File: src/rtl/param_sync_fifo.sv
// Single-clock parametrised FIFO with fill level, almost-full/empty thresholds,
// sticky error flags and synchronous flush. Define PARAM_SYNC_FIFO_FWFT_EN for first-word-fall-through reads.
module param_sync_fifo #(
  parameter int DATA_W    = 8,
  parameter int DEPTH     = 16,
  parameter int AFULL_TH  = DEPTH - 2,
  parameter int AEMPTY_TH = 2,
  localparam int ADDR_W   = $clog2(DEPTH)
) (
  input  logic              clk,
  input  logic              rst,
  input  logic              flush,
  input  logic              write_en,
  input  logic [DATA_W-1:0] write_data,
  input  logic              read_en,
  output logic [DATA_W-1:0] read_data,
  output logic              full,
  output logic              empty,
  output logic              almost_full,
  output logic              almost_empty,
  output logic [ADDR_W:0]   count,
  output logic              overflow,
  output logic              underflow
);

  localparam logic [ADDR_W:0] AFULL_C  = AFULL_TH[ADDR_W:0];
  localparam logic [ADDR_W:0] AEMPTY_C = AEMPTY_TH[ADDR_W:0];

  logic [DATA_W-1:0] mem [DEPTH];
  logic [ADDR_W:0]   wptr_p0;
  logic [ADDR_W:0]   rptr_p0;
  logic [DATA_W-1:0] rdata_p0;
  logic              rd_ok;
  logic              wr_ok;

  assign full         = (wptr_p0[ADDR_W] != rptr_p0[ADDR_W]) &&
                        (wptr_p0[ADDR_W-1:0] == rptr_p0[ADDR_W-1:0]);
  assign empty        = (wptr_p0 == rptr_p0);
  assign count        = wptr_p0 - rptr_p0;
  assign almost_full  = (count >= AFULL_C);
  assign almost_empty = (count <= AEMPTY_C);

  // A write at full is only accepted when a read frees a slot in the same cycle.
  assign rd_ok = read_en & ~empty;
  assign wr_ok = write_en & (~full | rd_ok);

  always_ff @(posedge clk) begin
    if (wr_ok && !flush && !rst)
      mem[wptr_p0[ADDR_W-1:0]] <= write_data;
  end

  always_ff @(posedge clk) begin
    if (rst || flush) begin
      wptr_p0   <= '0;
      rptr_p0   <= '0;
      overflow  <= 1'b0;
      underflow <= 1'b0;
    end else begin
      if (wr_ok)
        wptr_p0 <= wptr_p0 + 1'b1;
      if (rd_ok)
        rptr_p0 <= rptr_p0 + 1'b1;
      if (write_en && !wr_ok)
        overflow <= 1'b1;
      if (read_en && !rd_ok)
        underflow <= 1'b1;
    end
  end

  // Last popped word: the registered output in standard mode, the idle value in FWFT mode.
  always_ff @(posedge clk) begin
    if (rst)
      rdata_p0 <= '0;
    else if (rd_ok && !flush)
      rdata_p0 <= mem[rptr_p0[ADDR_W-1:0]];
  end

`ifdef PARAM_SYNC_FIFO_FWFT_EN
  assign read_data = empty ? rdata_p0 : mem[rptr_p0[ADDR_W-1:0]];
`else
  assign read_data = rdata_p0;
`endif

endmodule
File: config.mk
export PLATFORM = sky130hd
export DESIGN_NAME = param_sync_fifo
export DESIGN_NICKNAME = d
export VERILOG_FILES = /design/src/rtl/param_sync_fifo.sv
export SDC_FILE = /design/constraint.sdc
export NUM_CORES = 1
export LEC_CHECK = 0
export CORE_ASPECT_RATIO = 0.8
export CORE_MARGIN = 2
export CORE_UTILIZATION = 45
export CTS_CLUSTER_SIZE = 20
export DETAILED_ROUTE_END_ITERATION = 7
export PLACE_DENSITY = 0.75
export REMOVE_ABC_BUFFERS = 1
export SLEW_MARGIN = 20
export SYNTH_ARGS = -nofsm -noshare
export SYNTH_HDL_FRONTEND = slang
export SYNTH_SLANG_ARGS = --single-unit
File: constraint.sdc
create_clock -name clk -period 2.6 [get_ports clk]
set_input_delay 0.65 -clock clk [delete_from_list [all_inputs] [get_ports clk]]
set_output_delay 0.65 -clock clk [all_outputs]
set_load 0.01 [all_outputs]
==> reports/results.txt, run 1 <==
hold depth - 2
H-Tree Depth - 4
clk buf depth - 2
Hold Vio Cnt, Final - 0
Post-Route WL - 13110 µm
largest family of logic cells by synthesized area - multiplexers
crit-path cells - inv_2, ha_4, inv_2, fa_2, a21o_1, a21oi_2, xnor2_1, buf_4, a211oi_2, buf_2
Top Ports - 32
yosys warns - 0
Hold Crit Class - reg -> reg
FP Rows - 37
initial antenna violation count - 0
Initial Utilization - 0.4631
slew margin rel. - 0.3534
DRT antenna net count - 0
wire length per cell - 21.14 µm
outcome - finished with violations
DP Cell Count - 579
Max-cap violations - 0
Slew @ Worst Pin - 965.7 ps
Final period util - 1.097
post-layout util - 0.5777
die area - 0.01424 mm²
Peak Freq - 0.3505 GHz
arrival time worst endpoint - 2200 ps
worst reg-to-reg path cell count - 6
placed inst area - 0.006709 mm²
# setup viols final - 4
average size of a mapped cell - 17.04 µm²
RSZ-0062 raised after global routing - true
worst clock skew - 7.157 ps
FF+latch count, synth - 148
Fill cells - 950
cell area after layout - 0.007462 mm²
GPL Wtd Cong - 0.8595
global route overflow - 0
P&R area growth vs syn - 24.74%
Die H - 107.1 µm
R2R Setup Slk - 150 ps
register area share after synthesis - 0.7095
Post-Syn Area - 0.005982 mm²
Tot Pwr - 5.274 mW
Root Buffer - clkbuf_16
Multi-input gate area - 0.001709 mm²
largest net degree at the start of global routing - 36
Crit-path slowest cell - fa_2
CORE AREA - 0.01292 mm²
leakage power total - 2.587 nW
CP peak stage delay - 330 ps
Worst Setup End Kind - primary output
diode count - 0
CP max FO - 3
Worst-path clk slew - 60 ps
FF/Latch Area - 0.004248 mm²
# nets final - 455
CTS sink cnt - 148
GR Util All Layers - 0.1973
CTS tree - yes
IO buf count - 31
Vias - 3450
Tmin final - 2853 ps
clock insertion delay at the later pin of the skew report - 420 ps
layout cells sized above 1 - 0.2966
total CTS buffers - 17
mux cell area share after synthesis - 0.1238
PwrDens - 706.8 mW/mm²
Mapped Cells - 351
final max-slew violation count - 0
routed vias/inst - 5.565
first-pass GRT wire length - 20210 µm
Die Width - 132.9 µm
adder-cell share of the synthesized area - 0.02217
critical path class - reg -> out
Required @ worst endpoint - 1950 ps
DRC Markers - 0
Bufs and invs on worst path - 4
crit path launch type - flip-flop
CP delay by family, top - adder cells
Compound-Gate Fraction of Synth Area - 0.05250
Simple-Gate Fraction of Synth Area - 0.05836
non-filler cells, final - 620
drt initial violations - 347
Crit path depth - 10
Distinct cells, synth - 42
DP HPWL - 8126 µm
post-place setup slack - -422.3 ps
PnR worst setup slack - -253.5 ps
Post-Synth XOR/XNOR Area - 0.01443
drt pass-1 iters - 5
Max VDD drop - 0.7769 mV
vias in the first global route - 3568
failing checks - negative setup slack
most used cell, CP - inv_2
registers in the layout, summed over array words and instances, names as in the netlist:
register   flops
read_data      8
wptr_p0        5
overflow       1
rptr_p0        5
mem          128
underflow      1
worst register-to-register path, cell delays in order (launching register included):
cell	delay, ps
dfxtp_1	340
inv_1	60
ha_2	380
nand4_4	170
o211ai_1	800
a21oi_1	260
a211o_1	340
through the flow:
stage | TNS [ps] | hold WS [ps]
CTS | -1103 | 480.1
detailed placement | -1088 | 463.0
global route | -1030 | 511.1
finish | -662.2 | 491.7
global placement | -571.6 | 452.7
floorplan | -151410 | 502.2
logic make-up (layout without fill, tap and decap cells):
logic type	after synthesis	after routing
adders and majority gates	10	10
muxes	34	34
xor gates and xnor gates	9	9
and+or+nand+nor	80	80
DFF	148	148
AOI/OAI and AO/OA	47	47
buffers and inverters	23	117
repair_timing:
item,in CTS,in global routing
setup endpoints to repair,8,10
buffers inserted,8,1
gates resized for setup,34,7
cloned,0,0
hold buffers,0,0
pin swaps,4,1
where the power goes:
part | switching [mW] | internal, mW | leakage [nW]
Clock | 0.895 | 1.62 | 0.300
Combinational | 0.0937 | 0.0716 | 0.972
Sequential | 0.00530 | 2.59 | 1.31
final timing paths:
path                       end        from
setup / recovery  almost_empty  wptr_p0[0]
setup reg to reg  read_data[1]  rptr_p0[3]
hold / removal       underflow   underflow
hold reg to reg      underflow   underflow
cells in the final DEF, fill, tap and decap left out, types with 4 or more instances in the layout:
cell               n
a211o_1            8
a21oi_1           21
buf_2              4
buf_4             47
bufinv_16          4
clkbuf_16         17
clkdlybuf4s50_1   23
clkinv_2           6
dfxtp_1           17
edfxtp_1         128
ha_1               5
inv_1              4
mux4_2            32
nand2_1           35
nand3_1            4
nor2_1            23
nor3_1             6
xnor2_1            4
metal layers:
layer	routed length [µm]	global-route usage
met5	0	0
met4	285	0.07296
met3	939	0.05485
met2	6254	0.3020
met1	5629	0.2728
synth_stat cells:
| cell | count | area (µm²) |
|---|---|---|
| a211o_1 | 8 | 70.07 |
| a211oi_1 | 1 | 7.510 |
| a21o_1 | 2 | 15.01 |
| a21oi_1 | 22 | 110.1 |
| a41o_1 | 1 | 10.01 |
| and2_1 | 1 | 6.260 |
| and3_1 | 1 | 6.260 |
| buf_1 | 3 | 11.26 |
| buf_2 | 5 | 25.02 |
| buf_6 | 3 | 33.78 |
| clkbuf_1 | 5 | 18.77 |
| clkinv_1 | 1 | 3.750 |
| dfxtp_1 | 20 | 400.4 |
| edfxtp_1 | 128 | 3844 |
| fa_1 | 1 | 20.02 |
| ha_1 | 9 | 112.6 |
| inv_1 | 6 | 22.52 |
| mux2i_1 | 2 | 20.02 |
| mux4_2 | 32 | 720.7 |
| nand2_1 | 35 | 131.4 |
| nand2b_1 | 2 | 12.51 |
| nand3_1 | 4 | 20.02 |
| nand4_2 | 1 | 12.51 |
| nor2_1 | 24 | 90.09 |
| nor2b_1 | 1 | 6.260 |
| nor3_1 | 6 | 30.03 |
| o2111ai_1 | 1 | 8.760 |
| o211ai_1 | 2 | 15.01 |
| o21a_1 | 1 | 7.510 |
| o21ai_0 | 2 | 10.01 |
| o21ai_2 | 1 | 8.760 |
| o21ba_1 | 1 | 10.01 |
| o311ai_0 | 1 | 8.760 |
| o311ai_1 | 1 | 8.760 |
| o31a_1 | 1 | 8.760 |
| o31ai_1 | 2 | 15.01 |
| or2_2 | 1 | 6.260 |
| or3_1 | 2 | 12.51 |
| or4_1 | 2 | 15.01 |
| xnor2_1 | 4 | 35.03 |
| xor2_1 | 4 | 35.03 |
| xor2_2 | 1 | 16.27 |
final cells by class:
class	count	area share
Timing Repair Buffer	78	0.08669
Tap cell	175	0.02934
Inverter	7	0.004192
Multi-Input combinational cell	180	0.2290
Sequential cell	148	0.5692
Clock buffer	21	0.06036
Clock inverter	11	0.02113
Power figures use the tool's default switching activity.
==> inputs of run 2 (changes only) <==
--- a/config.mk
+++ b/config.mk
@@ -6,7 +6,7 @@
 export NUM_CORES = 1
 export LEC_CHECK = 0
 export CORE_ASPECT_RATIO = 0.8
-export CORE_MARGIN = 2
+export CORE_MARGIN = 10
 export CORE_UTILIZATION = 45
 export CTS_CLUSTER_SIZE = 20
 export DETAILED_ROUTE_END_ITERATION = 7
==> run 2 against run 1 <==
Effect of this change:
- the run still ends with negative setup slack left
- sequential cell count did not move
- via count shrank 0.72%
- hold slack got worse by 24 ps
- sequential power about the same
- critical path depth did not move
- clock power shrank 4%
- first-iteration DRC count grew 0.86%
- largest cell class unchanged
- highest routed layer unchanged
==> reports/results.txt, run 2 (same netlist as run 1, synthesis figures left out) <==
Die H - 123.1 µm
largest net degree at the start of global routing - 36
max reg flops - 128
layout cells sized above 1 - 0.2877
diode count - 0
worst clock skew - 6.369 ps
CP peak stage delay - 350 ps
global route overflow - 0
post-place setup slack - -313.9 ps
drt initial violations - 350
internal power - 4.180 mW
RR Endpoint - read_data[2]
H-Tree Depth - 4
Root Buffer - clkbuf_16
post-layout util - 0.5710
Final period util - 1.093
FP Rows - 37
Die Width - 148.9 µm
crit-path cells - inv_2, ha_4, inv_2, fa_2, a21o_1, a21oi_2, xnor2_2, buf_4, a211oi_2, buf_2
Comb power frac - 0.031
Required @ worst endpoint - 1950 ps
Net Sw Frac - 0.1891
CTS tree - yes
leakage power total - 2.531 nW
slew margin rel. - 0.5069
CP max FO - 3
Slew @ Worst Pin - 739.0 ps
Initial Utilization - 0.4631
Crit-path slowest cell - fa_2
Psw - 0.9749 mW
Post-Route WL - 13130 µm
die area - 0.01833 mm²
Vias - 3425
initial antenna violation count - 0
Seq pwr share - 0.503
clock insertion delay at the later pin of the skew report - 410 ps
drt pass-1 iters - 5
Top Ports - 32
R2R Setup Slk - 180 ps
RSZ-0062 raised after global routing - true
final max-slew violation count - 0
hold depth - 2
wire length per cell - 21.42 µm
commonest non-fill, non-tap cell in the layout - edfxtp_1
PwrDens - 699.0 mW/mm²
CP endpoint - almost_empty
total CTS buffers - 17
non-filler cells, final - 613
vias in the first global route - 3496
most frequent cells in the layout - edfxtp_1 (128), buf_4 (40), nand2_1 (35)
worst r2r src - rptr_p0[2]
Peak Freq - 0.3520 GHz
worst setup path startpoint - wptr_p0[0]
DRT antenna net count - 0
Hold Vio Cnt, Final - 0
CTS sink cnt - 148
Tot Pwr - 5.155 mW
routed vias/inst - 5.587
Hold Crit Class - reg -> reg
Tmin final - 2841 ps
# nets final - 448
CORE AREA - 0.01292 mm²
IO buf count - 31
DP HPWL - 8409 µm
failing checks - negative setup slack
DP Cell Count - 578
PnR worst setup slack - -240.9 ps
part of the power in the clock network - 0.466
setup_tns - -649.7 ps
GR Util All Layers - 0.1509
P&R area growth vs syn - 23.28%
first-pass GRT wire length - 20510 µm
Worst Setup End Kind - primary output
arrival time worst endpoint - 2190 ps
hold_buf cts - 0
Max VDD drop - 0.6009 mV
crit path launch type - flip-flop
Max-cap violations - 0
# setup viols final - 4
outcome - finished with violations
GPL Wtd Cong - 0.8332
most used cell, CP - inv_2
critical path class - reg -> out
clk buf depth - 2
Worst-path clk slew - 60 ps
worst reg-to-reg path cell count - 8
DRC Markers - 0
[run 2: worst min path at each step]
| stage | start | to |
|---|---|---|
| 5_1_grt | read_data[6] | read_data[6] |
| 6_report | underflow | underflow |
| 3_3_place_gp | underflow | underflow |
| 4_1_cts | read_data[1] | read_data[1] |
| 3_5_place_dp | read_data[6] | read_data[6] |
| 2_1_floorplan | overflow | overflow |
[run 2: per-stage QoR]
step / hold slack, ps / cell area [µm²]
after detailed placement: 460.3 / 6701
after global routing: 500.6 / 7375
final: 467.4 / 7375
after floorplan: 502.2 / 5893
after CTS: 474.8 / 7360
after global placement: 450.4 / 6701
[run 2: area by class of cell]
cell class | count | area [µm²]
clock buffer | 22 | 454.2
clock inverter | 10 | 132.6
fill | 960 | 5542
inverter | 7 | 31.28
multi-input combinational | 180 | 1693
sequential | 148 | 4250
tap | 175 | 219.0
timing repair buffer | 71 | 594.3
[run 2: repair_timing]
action / 4_1_cts / 5_1_grt
gates resized for setup: 44 / 1
setup buffers: 3 / 1
pin swaps: 6 / 3
endpoints found under the setup margin: 8 / 6
[run 2: power by group through the flow]
stage               combinational [mW]  clock (mW)  sequential (mW)
CTS                              0.156        2.44             2.59
finish                           0.158        2.40             2.59
detailed placement               0.152           0             2.64
global route                     0.170        2.54             2.59
floorplan                       0.0476           0             2.64
global placement                 0.144           0             2.64
[run 2: critical path: cells and delay by family (launching register included)]
kind                     cells  cell delay [ps]
AO/OA/AOI/OAI                3              480
XOR/XNOR                     1               90
adder cells (fa/ha/maj)      2              480
buffers and inverters        4              420
flip-flops                   1              320
[run 2: routing by layer]
metal	track usage	share of wire	wire, µm	up-vias
met5	0	0	0	-
met4	0.05875	0.020	265	0
met3	0.04381	0.069	904	26
met2	0.2358	0.48	6307	124
met1	0.1967	0.43	5652	1753
li1	-	-	-	1522
==> inputs of run 3 (changes only) <==
--- a/config.mk
+++ b/config.mk
@@ -5,7 +5,7 @@
 export SDC_FILE = /design/constraint.sdc
 export NUM_CORES = 1
 export LEC_CHECK = 0
-export CORE_ASPECT_RATIO = 0.8
+export CORE_ASPECT_RATIO = 1.4
 export CORE_MARGIN = 10
 export CORE_UTILIZATION = 45
 export CTS_CLUSTER_SIZE = 20
==> run 3 against run 2 <==
Effect of this change:
- the run still ends with negative setup slack left
- setup slack worse by 58 ps
- via count hardly changed
- core utilization is 0.38 points lower
- non-clock buffer count is 2 higher
- cell count is 0.65% higher
- critical path depth stayed put
- critical path type unchanged
- largest cell class unchanged
- largest power group unchanged
==> reports/results.txt, run 3 (same netlist as run 1, synthesis figures left out) <==
largest net degree at the start of global routing - 36
Max-cap violations - 0
outcome - finished with violations
GR Util All Layers - 0.1510
worst reg-to-reg path cell count - 8
arrival time worst endpoint - 2250 ps
most used cell, CP - inv_2
CP delay by family, top - compound AO/OA/AOI/OAI gates
Hold Path Origin - underflow
post-place setup slack - -392.1 ps
drt initial violations - 261
failing checks - negative setup slack
routed vias/inst - 5.548
first-pass GRT wire length - 20980 µm
clock insertion delay at the later pin of the skew report - 410 ps
Hold Crit Class - reg -> reg
vias in the first global route - 3747
CP peak stage delay - 360 ps
Peak Freq - 0.3450 GHz
RSZ-0062 raised after global routing - true
CP max FO - 3
DRC Markers - 0
Die Width - 117.4 µm
commonest non-fill, non-tap cell in the layout - edfxtp_1
Slew @ Worst Pin - 656.6 ps
Vias - 3423
Hold Vio Cnt, Final - 0
Tot Pwr - 4.918 mW
drt pass-1 iters - 4
Crit path depth - 10
hold_buf cts - 0
CTS tree - yes
wire length per cell - 21.53 µm
H-Tree Depth - 4
Top Ports - 32
leakage power total - 2.503 nW
CORE AREA - 0.01294 mm²
Hold WS - 464.6 ps
Max VDD drop - 0.5397 mV
initial antenna violation count - 0
most frequent cells in the layout - edfxtp_1 (128), buf_4 (42), nand2_1 (35)
DP HPWL - 8494 µm
Required @ worst endpoint - 1950 ps
# nets final - 450
total CTS buffers - 17
Bufs and invs on worst path - 4
GPL Wtd Cong - 0.8972
crit-path cells - inv_2, ha_4, inv_2, fa_2, a21o_1, a21oi_2, xnor2_2, buf_4, a211oi_2, buf_2
PwrDens - 670.3 mW/mm²
# setup viols final - 6
Tmin final - 2899 ps
Post-Route WL - 13280 µm
max reg flops - 128
CP endpoint - almost_empty
die area - 0.01837 mm²
worst clock skew - 11.24 ps
P&R area growth vs syn - 22.65%
FP Rows - 49
global route overflow - 0
Root Buffer - clkbuf_16
Final period util - 1.115
worst setup path startpoint - wptr_p0[0]
Die H - 156.4 µm
worst r2r src - rptr_p0[2]
clk buf depth - 2
IO buf count - 31
PnR worst setup slack - -299.0 ps
diode count - 0
Worst Setup End Kind - primary output
Crit-path slowest cell - fa_2
crit path launch type - flip-flop
non-filler cells, final - 617
Worst-path clk slew - 60 ps
R2R Setup Slk - 280 ps
Fill cells - 980
Initial Utilization - 0.4624
slew margin rel. - 0.5623
layout cells sized above 1 - 0.2893
CTS sink cnt - 148
critical path class - reg -> out
DP Cell Count - 580
final max-slew violation count - 0
DRT antenna net count - 0
RR Endpoint - read_data[2]
[run 3: cell types whose count changed in the layout (fill, tap and decap cells not counted), sizes merged]
| cell | delta |
|---|---|
| buf | +1 |
| clkinv | +2 |
| dlygate4sd2 | -2 |
| clkdlybuf4s50 | +2 |
| clkbuf | -1 |
| bufinv | -2 |
| clkinvlp | +1 |
[run 3: final cells by class]
type / count / area (µm²) / area share
Clock buffer: 20 / 436.7 / 0.05952
Tap cell: 178 / 222.7 / 0.03035
Sequential cell: 148 / 4250 / 0.5793
Multi-Input combinational cell: 180 / 1690 / 0.2304
Inverter: 7 / 31.28 / 0.004263
Timing Repair Buffer: 73 / 616.8 / 0.08407
Clock inverter: 11 / 88.84 / 0.01211
[run 3: routing by layer]
layer,vias up,share of wire,track usage
met1,1712,0.36,0.1624
li1,1524,-,-
met5,-,0,0
met4,0,0.035,0.07292
met3,28,0.072,0.04861
met2,159,0.53,0.2642
[run 3: what timing repair did]
action / CTS / global route
endpoints found under the setup margin: 8 / 16
setup buffers: 4 / 2
resized for setup: 37 / 4
pin swaps: 6 / 2
[run 3: stage by stage]
stage / cell area (µm²) / utilization / TNS, ps
finish: 7337 / 0.5672 / -1210
global route: 7337 / 0.5672 / -1796
global placement: 6698 / 0.5177 / -594.6
CTS: 7313 / 0.5653 / -1172
floorplan: 5893 / - / -151410
detailed placement: 6698 / 0.5177 / -1120
[run 3: worst register-to-register path, delay by kind of cell (launching register included)]
family | cells | cell delay [ps]
AOI/OAI and AO/OA | 3 | 980
buffers and inverters | 3 | 440
DFF | 1 | 330
adders and majority gates | 1 | 310
and+or+nand+nor | 1 | 210
[run 3: worst min-delay path by stage]
| stage | cells past startpoint | endpoint | slack [ps] |
|---|---|---|---|
| 2_1_floorplan | 2 | overflow | 500 |
| 6_report | 2 | underflow | 460 |
| 5_1_grt | 2 | underflow | 520 |
| 4_1_cts | 2 | underflow | 470 |
| 3_5_place_dp | 2 | underflow | 450 |
| 3_3_place_gp | 2 | underflow | 450 |
[run 3: power breakdown]
| part | internal, mW | switching [mW] |
|---|---|---|
| Combinational | 0.0673 | 0.0902 |
| Clock | 1.29 | 0.871 |
| Sequential | 2.59 | 0.00550 |
